===== src/rtl/snake_pkg.sv =====
// rtl/snake_pkg.sv - shared matrix geometry, row type and scan state encoding
// Purpose: common definitions for the LED matrix scan path and the decoder/display path.
// Contents: MATRIX_N, ROW_W, row_t, scan_state_t, cnt_width().
package snake_pkg;

   localparam int MATRIX_N = 16;
   localparam int ROW_W    = $clog2(MATRIX_N);

   typedef logic [MATRIX_N-1:0] row_t;

   typedef enum logic [2:0] {
      ST_IDLE,
      ST_SHIFT,
      ST_BLANK,
      ST_LATCH,
      ST_SHOW
   } scan_state_t;

   // Width of a counter that runs 0 .. max_val-1; never narrower than one bit.
   function automatic int cnt_width(input int max_val);
      return (max_val > 1) ? $clog2(max_val) : 1;
   endfunction

endpackage


===== src/rtl/led_shift_tx.sv =====
// rtl/led_shift_tx.sv - column serializer for the shift-register chain
// Purpose: shifts one row out MSB (column 15) first, each bit held for 2*CLK_DIV clk
//          cycles with ser_clk low for the first half and high for the second half.
// Ports:   clk, rst_n   - clock, synchronous active-low reset
//          start, data  - load data and begin shifting (ignored while abort is high)
//          abort        - drop everything and park ser_clk/ser_data low next cycle
//          busy         - high from the cycle after start until the last bit completes
//          done         - combinational, high on the final busy cycle
//          ser_data, ser_clk - serial outputs
module led_shift_tx
   import snake_pkg::*;
#(
   parameter int CLK_DIV = 4
) (
   input  logic clk,
   input  logic rst_n,
   input  logic start,
   input  logic abort,
   input  row_t data,
   output logic busy,
   output logic done,
   output logic ser_data,
   output logic ser_clk
);

   localparam int                 DIV_W    = cnt_width(CLK_DIV);
   localparam logic [DIV_W-1:0]   DIV_LAST = DIV_W'(CLK_DIV - 1);
   localparam logic [ROW_W-1:0]   BIT_LAST = ROW_W'(MATRIX_N - 1);

   logic             busy_q,     busy_d;
   logic             phase_q,    phase_d;
   logic [DIV_W-1:0] div_q,      div_d;
   logic [ROW_W-1:0] bit_q,      bit_d;
   row_t             shreg_q,    shreg_d;
   logic             ser_data_q, ser_data_d;
   logic             ser_clk_q,  ser_clk_d;

   always_comb begin
      busy_d     = busy_q;
      phase_d    = phase_q;
      div_d      = div_q;
      bit_d      = bit_q;
      shreg_d    = shreg_q;
      ser_data_d = ser_data_q;
      ser_clk_d  = ser_clk_q;
      done       = 1'b0;

      if (abort) begin
         busy_d     = 1'b0;
         phase_d    = 1'b0;
         div_d      = '0;
         bit_d      = '0;
         ser_data_d = 1'b0;
         ser_clk_d  = 1'b0;
      end else if (start) begin
         busy_d     = 1'b1;
         phase_d    = 1'b0;
         div_d      = '0;
         bit_d      = '0;
         shreg_d    = data;
         ser_data_d = data[MATRIX_N-1];
         ser_clk_d  = 1'b0;
      end else if (busy_q) begin
         if (div_q == DIV_LAST) begin
            div_d = '0;
            if (!phase_q) begin
               phase_d   = 1'b1;
               ser_clk_d = 1'b1;
            end else begin
               phase_d   = 1'b0;
               ser_clk_d = 1'b0;
               if (bit_q == BIT_LAST) begin
                  busy_d     = 1'b0;
                  ser_data_d = 1'b0;
                  done       = 1'b1;
               end else begin
                  bit_d      = bit_q + 1'b1;
                  // shreg_q[MSB] is the bit on the wire; the next one sits just below it.
                  ser_data_d = shreg_q[MATRIX_N-2];
                  shreg_d    = {shreg_q[MATRIX_N-2:0], 1'b0};
               end
            end
         end else begin
            div_d = div_q + 1'b1;
         end
      end
   end

   always_ff @(posedge clk) begin
      if (!rst_n) begin
         busy_q     <= 1'b0;
         phase_q    <= 1'b0;
         div_q      <= '0;
         bit_q      <= '0;
         shreg_q    <= '0;
         ser_data_q <= 1'b0;
         ser_clk_q  <= 1'b0;
      end else begin
         busy_q     <= busy_d;
         phase_q    <= phase_d;
         div_q      <= div_d;
         bit_q      <= bit_d;
         shreg_q    <= shreg_d;
         ser_data_q <= ser_data_d;
         ser_clk_q  <= ser_clk_d;
      end
   end

   assign busy     = busy_q;
   assign ser_data = ser_data_q;
   assign ser_clk  = ser_clk_q;

endmodule


===== src/rtl/led_matrix_scan.sv =====
// rtl/led_matrix_scan.sv - 16x16 LED matrix row scanner with tear-free double buffering
// Purpose: captures frames into a shadow buffer, swaps to the active buffer only when
//          row 0 starts, and scans rows SHIFT -> BLANK -> LATCH -> SHOW.
// Ports:   clk, rst_n        - clock, synchronous active-low reset
//          en                - scan enable; low parks outputs dark within one cycle
//          frame_valid, y1..y16 - one-cycle frame strobe and row data (bit i = column i)
//          row_sel           - row currently driven
//          ser_data, ser_clk, ser_latch, oe_n - shift-register chain controls
//          frame_done        - pulse on the last SHOW cycle of row 15
module led_matrix_scan
   import snake_pkg::*;
#(
   parameter int CLK_DIV  = 4,
   parameter int ROW_HOLD = 1000
) (
   input  logic                clk,
   input  logic                rst_n,
   input  logic                en,
   input  logic                frame_valid,
   input  logic [MATRIX_N-1:0] y1,
   input  logic [MATRIX_N-1:0] y2,
   input  logic [MATRIX_N-1:0] y3,
   input  logic [MATRIX_N-1:0] y4,
   input  logic [MATRIX_N-1:0] y5,
   input  logic [MATRIX_N-1:0] y6,
   input  logic [MATRIX_N-1:0] y7,
   input  logic [MATRIX_N-1:0] y8,
   input  logic [MATRIX_N-1:0] y9,
   input  logic [MATRIX_N-1:0] y10,
   input  logic [MATRIX_N-1:0] y11,
   input  logic [MATRIX_N-1:0] y12,
   input  logic [MATRIX_N-1:0] y13,
   input  logic [MATRIX_N-1:0] y14,
   input  logic [MATRIX_N-1:0] y15,
   input  logic [MATRIX_N-1:0] y16,
   output logic [ROW_W-1:0]    row_sel,
   output logic                ser_data,
   output logic                ser_clk,
   output logic                ser_latch,
   output logic                oe_n,
   output logic                frame_done
);

   localparam int               CNT_MAX    = (ROW_HOLD > CLK_DIV) ? ROW_HOLD : CLK_DIV;
   localparam int               CNT_W      = cnt_width(CNT_MAX);
   localparam logic [CNT_W-1:0] LATCH_LAST = CNT_W'(CLK_DIV - 1);
   localparam logic [CNT_W-1:0] HOLD_LAST  = CNT_W'(ROW_HOLD - 1);
   localparam logic [ROW_W-1:0] ROW_LAST   = ROW_W'(MATRIX_N - 1);

   row_t y_arr [MATRIX_N];

   assign y_arr[0]  = y1;
   assign y_arr[1]  = y2;
   assign y_arr[2]  = y3;
   assign y_arr[3]  = y4;
   assign y_arr[4]  = y5;
   assign y_arr[5]  = y6;
   assign y_arr[6]  = y7;
   assign y_arr[7]  = y8;
   assign y_arr[8]  = y9;
   assign y_arr[9]  = y10;
   assign y_arr[10] = y11;
   assign y_arr[11] = y12;
   assign y_arr[12] = y13;
   assign y_arr[13] = y14;
   assign y_arr[14] = y15;
   assign y_arr[15] = y16;

   scan_state_t      state_q,      state_d;
   logic [CNT_W-1:0] cnt_q,        cnt_d;
   logic [ROW_W-1:0] row_q,        row_d;
   logic [ROW_W-1:0] row_sel_q,    row_sel_d;
   logic             oe_n_q,       oe_n_d;
   logic             ser_latch_q,  ser_latch_d;
   logic             frame_done_q, frame_done_d;
   logic             pending_q,    pending_d;
   row_t             shadow_q [MATRIX_N];
   row_t             shadow_d [MATRIX_N];
   row_t             active_q [MATRIX_N];
   row_t             active_d [MATRIX_N];

   logic tx_start;
   logic tx_busy;
   logic tx_done;
   row_t tx_data;
   logic swap;

   // Scan FSM: next state, row bookkeeping and serializer kick-off.
   always_comb begin
      state_d   = state_q;
      cnt_d     = cnt_q;
      row_d     = row_q;
      row_sel_d = row_sel_q;
      tx_start  = 1'b0;
      swap      = 1'b0;

      case (state_q)
         ST_IDLE: begin
            if (en) begin
               state_d  = ST_SHIFT;
               row_d    = '0;
               tx_start = 1'b1;
               swap     = 1'b1;
            end
         end
         ST_SHIFT: begin
            // !tx_busy only matters if the serializer was somehow idle on entry.
            if (tx_done || !tx_busy) begin
               state_d = ST_BLANK;
            end
         end
         ST_BLANK: begin
            state_d   = ST_LATCH;
            cnt_d     = '0;
            row_sel_d = row_q;
         end
         ST_LATCH: begin
            if (cnt_q == LATCH_LAST) begin
               state_d = ST_SHOW;
               cnt_d   = '0;
            end else begin
               cnt_d = cnt_q + 1'b1;
            end
         end
         ST_SHOW: begin
            if (cnt_q == HOLD_LAST) begin
               state_d  = ST_SHIFT;
               row_d    = row_q + 1'b1;
               tx_start = 1'b1;
               swap     = (row_q == ROW_LAST);
            end else begin
               cnt_d = cnt_q + 1'b1;
            end
         end
         default: begin
            state_d = ST_IDLE;
         end
      endcase

      if (!en) begin
         state_d   = ST_IDLE;
         cnt_d     = cnt_q;
         row_d     = row_q;
         row_sel_d = row_sel_q;
         tx_start  = 1'b0;
         swap      = 1'b0;
      end
   end

   // The serializer captures its row on the same edge the buffers swap, so on a
   // swap it is fed the value the active buffer is about to take.
   always_comb begin
      if (swap) begin
         tx_data = frame_valid ? y_arr[0] : shadow_q[0];
      end else begin
         tx_data = active_q[row_d];
      end
   end

   // Double buffer: frames always land in shadow; active only changes at row 0.
   always_comb begin
      shadow_d  = shadow_q;
      active_d  = active_q;
      pending_d = pending_q;
      if (swap) begin
         if (frame_valid) begin
            active_d = y_arr;
            shadow_d = y_arr;
         end else begin
            active_d = shadow_q;
         end
         pending_d = 1'b0;
      end else if (frame_valid) begin
         shadow_d  = y_arr;
         pending_d = 1'b1;
      end
   end

   // Registered outputs decoded from the upcoming state so they line up with it.
   always_comb begin
      case (state_d)
         ST_SHOW:  oe_n_d = 1'b0;
         ST_SHIFT: oe_n_d = oe_n_q;
         default:  oe_n_d = 1'b1;
      endcase
      ser_latch_d  = (state_d == ST_LATCH);
      frame_done_d = (state_d == ST_SHOW) && (cnt_d == HOLD_LAST) && (row_d == ROW_LAST);
   end

   always_ff @(posedge clk) begin
      if (!rst_n) begin
         state_q      <= ST_IDLE;
         cnt_q        <= '0;
         row_q        <= '0;
         row_sel_q    <= '0;
         oe_n_q       <= 1'b1;
         ser_latch_q  <= 1'b0;
         frame_done_q <= 1'b0;
         pending_q    <= 1'b0;
         for (int i = 0; i < MATRIX_N; i++) begin
            shadow_q[i] <= '0;
            active_q[i] <= '0;
         end
      end else begin
         state_q      <= state_d;
         cnt_q        <= cnt_d;
         row_q        <= row_d;
         row_sel_q    <= row_sel_d;
         oe_n_q       <= oe_n_d;
         ser_latch_q  <= ser_latch_d;
         frame_done_q <= frame_done_d;
         pending_q    <= pending_d;
         shadow_q     <= shadow_d;
         active_q     <= active_d;
      end
   end

   led_shift_tx #(
      .CLK_DIV (CLK_DIV)
   ) u_shift_tx (
      .clk      (clk),
      .rst_n    (rst_n),
      .start    (tx_start),
      .abort    (~en),
      .data     (tx_data),
      .busy     (tx_busy),
      .done     (tx_done),
      .ser_data (ser_data),
      .ser_clk  (ser_clk)
   );

   assign row_sel    = row_sel_q;
   assign oe_n       = oe_n_q;
   assign ser_latch  = ser_latch_q;
   assign frame_done = frame_done_q;

endmodule


===== config.mk =====
export PLATFORM = sky130hd
export DESIGN_NAME = led_matrix_scan
export DESIGN_NICKNAME = d
export VERILOG_FILES = /design/src/rtl/snake_pkg.sv /design/src/rtl/led_shift_tx.sv /design/src/rtl/led_matrix_scan.sv
export SDC_FILE = /design/constraint.sdc
export NUM_CORES = 1
export LEC_CHECK = 0
export ABC_AREA = 1
export BUFFER_PORTS_ARGS = -buffer_cell sky130_fd_sc_hd__buf_2
export CAP_MARGIN = 20
export CORE_AREA = 2 2 204 206
export CTS_BUF_LIST = sky130_fd_sc_hd__clkbuf_4 sky130_fd_sc_hd__clkbuf_8 sky130_fd_sc_hd__clkbuf_16
export CTS_CLUSTER_SIZE = 16
export DETAILED_ROUTE_END_ITERATION = 12
export DIE_AREA = 0 0 206 208
export GPL_TIMING_DRIVEN = 0
export PLACE_DENSITY = 0.79
export RECOVER_POWER = 50
export SETUP_SLACK_MARGIN = 0.4
export SYNTH_ARGS = -nofsm -noshare
export SYNTH_HDL_FRONTEND = slang
export SYNTH_SLANG_ARGS = --single-unit

===== constraint.sdc =====
create_clock -name clk -period 2.25 [get_ports clk]
set_input_delay 0.1125 -clock clk [delete_from_list [all_inputs] [get_ports clk]]
set_output_delay 0.1125 -clock clk [all_outputs]
set_load 0.03 [all_outputs]

==> flow_metrics.tcl <==
set metrics [dict create \
    outcome "finished with violations" \
    violations "setup timing" \
    power_density_nw_per_um2 769 \
    port-buffer-count 266 \
    pwr-share-comb_pct 13.5 \
    drive_above_1_share_pct 18.5 \
    final_cells 4048 \
    cp_num_buf_inv 3 \
    dieArea_um2 42800 \
    yosys.area_share.simple_pct 23.4 \
    areaGrowthSynthToFinish_pct 34.1 \
    slew_violations 0 \
    clock_path_buffers 3 \
    nets 3736 \
    p_seq_share_pct 45.7 \
    synthArstFlopShare_pct 0 \
    die_width_um 206 \
    cts.htree.levels 2 \
    dp_cells 3660 \
    routedWlPerCell_um 22.0 \
    hold_viol 0 \
    ys_ff_latch 560 \
    drc 0 \
    synth_flop_cell "dfxtp_1" \
    start_util_pct 57.6 \
    hpwlAfterDp_mm 58.4 \
    track_usage_pct 40.4 \
    cts_tree "built" \
    syn_area_per_cell_um2 8.16 \
    synth_top_cell_by_area "dfxtp_1" \
    p_sw_mw 6.26 \
    dpl_cell_area_um2 25500 \
    finalWirelength_mm 89.2 \
    grt_overflow 0 \
    num_rows 74 \
    cp_common_cell "nand2_1" \
    dr.pass1.iters 6 \
    setup_viol 19 \
    layout_setup_ws_ns -0.197 \
    netlist_instances 2862 \
    gp_congestion 0.986 \
    max_cap_viol_count 0 \
    crit_path_max_incr_delay_ns 0.36 \
    fin_crit_sh_pct 109 \
    vias_per_cell 5.82 \
    yosysWarningCount 0 \
    fin_crit_ns 2.45 \
    grt_antenna_before_repair 1 \
    synth.mux.area_fraction_pct 11.0 \
    synth_edf_count 0 \
    clock_skew_ns 0.0266 \
    diodes 0 \
    design_area_um2 31300 \
    hp-class "input pin to flip-flop" \
    max-slew-margin-rel_pct 20.1 \
    synth-adder-area-share_pct 0.214 \
    end_kind "flip-flop" \
    synth_cell_types 35 \
    synth_commonest_cells "nor2_1, dfxtp_1, nand3_1" \
    pin_count 269 \
    grt_pass1_wl_mm 132 \
    critPathLaunchType "flip-flop" \
    clkTransAtPathRegs_ns 0.06 \
    synth_xor_area_share_pct 0.0750 \
    yosysTopAreaCellShare_pct 48.0 \
    cp_top_family "simple AND/OR/NAND/NOR gates" \
    synth.most_common_cell "nor2_1" \
    crit_type "flip-flop to flip-flop" \
    grt_max_degree 15 \
    ys_top_cells_by_area "dfxtp_1, mux2i_1, nor2_1" \
    drtIter0Drc 2577 \
    cp.required_ns 2.71 \
    clkLatencyLatePin_ns 0.62 \
    vias 23500 \
    clock_power_share_pct 40.8 \
    critPathMaxFanout 10 \
    syn_area_um2 23300 \
    p_leak_nw 13.9 \
    ir_drop_mv 0.764 \
    synth_nets 3126 \
    p_sw_share_pct 26.0 \
    synth-compound-area-share_pct 9.40 \
    arrival_ns 2.91 \
    final_antenna_net_count 0 \
    grt_pass1_vias 23300 \
    cts-root-buf "clkbuf_16" \
    coreArea_um2 40600 \
    die_h_um 208 \
    seq_area_frac_synth_pct 48.0 \
    p_int_mw 17.8 \
    cts.sinks 560 \
    worstMarginPinSlew_ns 1.20 \
    critical-path-slowest-cell "dfxtp_4" \
    fmax_ghz 0.409 \
    rsz0062_at_grt "yes" \
    crit_path_cell_trace "ha_4 > nand2_4 > inv_4 > nand3_4 > nor2_4 > nand2_4 > nand2_4 > buf_6 > buf_6 > nand2_1 > nand3_1 > nand3_2 > nand3_4 > nand2_2 > nand2_1 > nand2_1 > nand2_1 > a21oi_1" \
    setup-tns-final_ns -2.81 \
    synth_top_family_by_area "simple AND/OR/NAND/NOR gates" \
    numCtsBuffers 54 \
]
power by group through the flow:
stage,Combinational [mW],Sequential (mW),Clock [mW]
after detailed placement,2.61,11.2,0
after global routing,3.50,11.0,10.1
after floorplan,1.75,11.0,0
final,3.25,11.0,9.82
after global placement,2.52,11.1,0
after CTS,3.04,11.0,9.73
sequential cells by signal (all words and copies together), names as in the netlist:
signal               cells
oe_n                     1
row_q                    4
u_shift_tx.busy          1
u_shift_tx.ser_data      1
ser_latch                1
u_shift_tx.div_q         2
u_shift_tx.shreg_q      15
shadow_q               256
u_shift_tx.bit_q         4
frame_done               1
active_q               256
cnt_q                   10
row_sel                  4
state_q                  3
u_shift_tx.phase_q       1
path summary, 6_finish.rpt:
check	cells past startpoint	start	slack, ns	to
min reg2reg	2	u_shift_tx.shreg_q[9]$_SDFFE_PN0P_	0.47	u_shift_tx.shreg_q[9]$_SDFFE_PN0P_
max reg2reg	18	cnt_q[1]$_SDFF_PN0_	-0.20	u_shift_tx.shreg_q[12]$_SDFFE_PN0P_
min	3	frame_valid	0.13	shadow_q[255]$_SDFF_PN0_
max	18	cnt_q[1]$_SDFF_PN0_	-0.20	u_shift_tx.shreg_q[12]$_SDFFE_PN0P_
timing repair:
action / in CTS / in global routing
gates cloned: 2 / 3
endpoints found under the setup margin: 317 / 426
gates resized for setup: 172 / 107
pin swaps: 16 / 21
hold buffers: 259 / 0
buffers inserted: 17 / 7
hold endpoints to repair: 469 / 0
area by class of cell:
type | instances | area (um^2)
timing repair buffer | 554 | 4250
clock buffer | 77 | 1620
sequential | 560 | 11200
buffer | 216 | 1430
inverter | 238 | 905
clock inverter | 23 | 302
tap | 532 | 666
multi-input combinational | 1848 | 10900
fill | 2723 | 9240
worst register-to-register path: cells and delay by family (launching register included):
family | cells | cell delay [ns]
compound gates | 1 | 0.06
fa+ha+maj | 1 | 0.15
flops | 1 | 0.36
buf+inv | 3 | 0.43
simple gates | 13 | 1.30
per-stage QoR:
stage / total power [mW] / utilization, % / hold slack, ns / worst slack, ns
6_report: 24.1 / 77.2 / 0.127 / -0.197
5_1_grt: 24.7 / 77.2 / 0.114 / -0.287
4_1_cts: 23.7 / 75.9 / 0.0518 / -0.133
3_5_place_dp: 13.8 / 62.9 / 0.388 / -0.599
3_3_place_gp: 13.7 / 62.9 / 0.383 / -0.571
2_1_floorplan: 12.8 / - / 0.259 / 0.356
kinds of logic (layout without fill, tap and decap cells):
family,count (synthesis),in the layout
XOR/XNOR,2,2
multiplexers,256,256
AND/OR/NAND/NOR,1277,1277
buffers and inverters,454,1108
adder cells (fa/ha/maj),4,4
AO/OA/AOI/OAI,309,309
flip-flops,560,560
cells in the final DEF, fill, tap and decap left out, types with 58 or more instances in the layout:
master and instances:
clkbuf_1 94, nor2_1 599, a211oi_1 241, buf_2 273
dfxtp_1 551, mux2i_1 256, nand3_1 238, clkbuf_16 58
inv_1 232, nand2_1 252, dlygate4sd3_1 259
routing by layer:
metal | vias to the layer above | part of all wire, % | global-route usage (%)
met5 | - | 0.015 | 0
met4 | 2 | 6.0 | 21.7
met3 | 361 | 9.0 | 7.72
met1 | 11100 | 38 | 49.2
met2 | 1363 | 47 | 67.3
li1 | 10700 | - | -
Note: power is estimated with default switching activity, not from simulation.
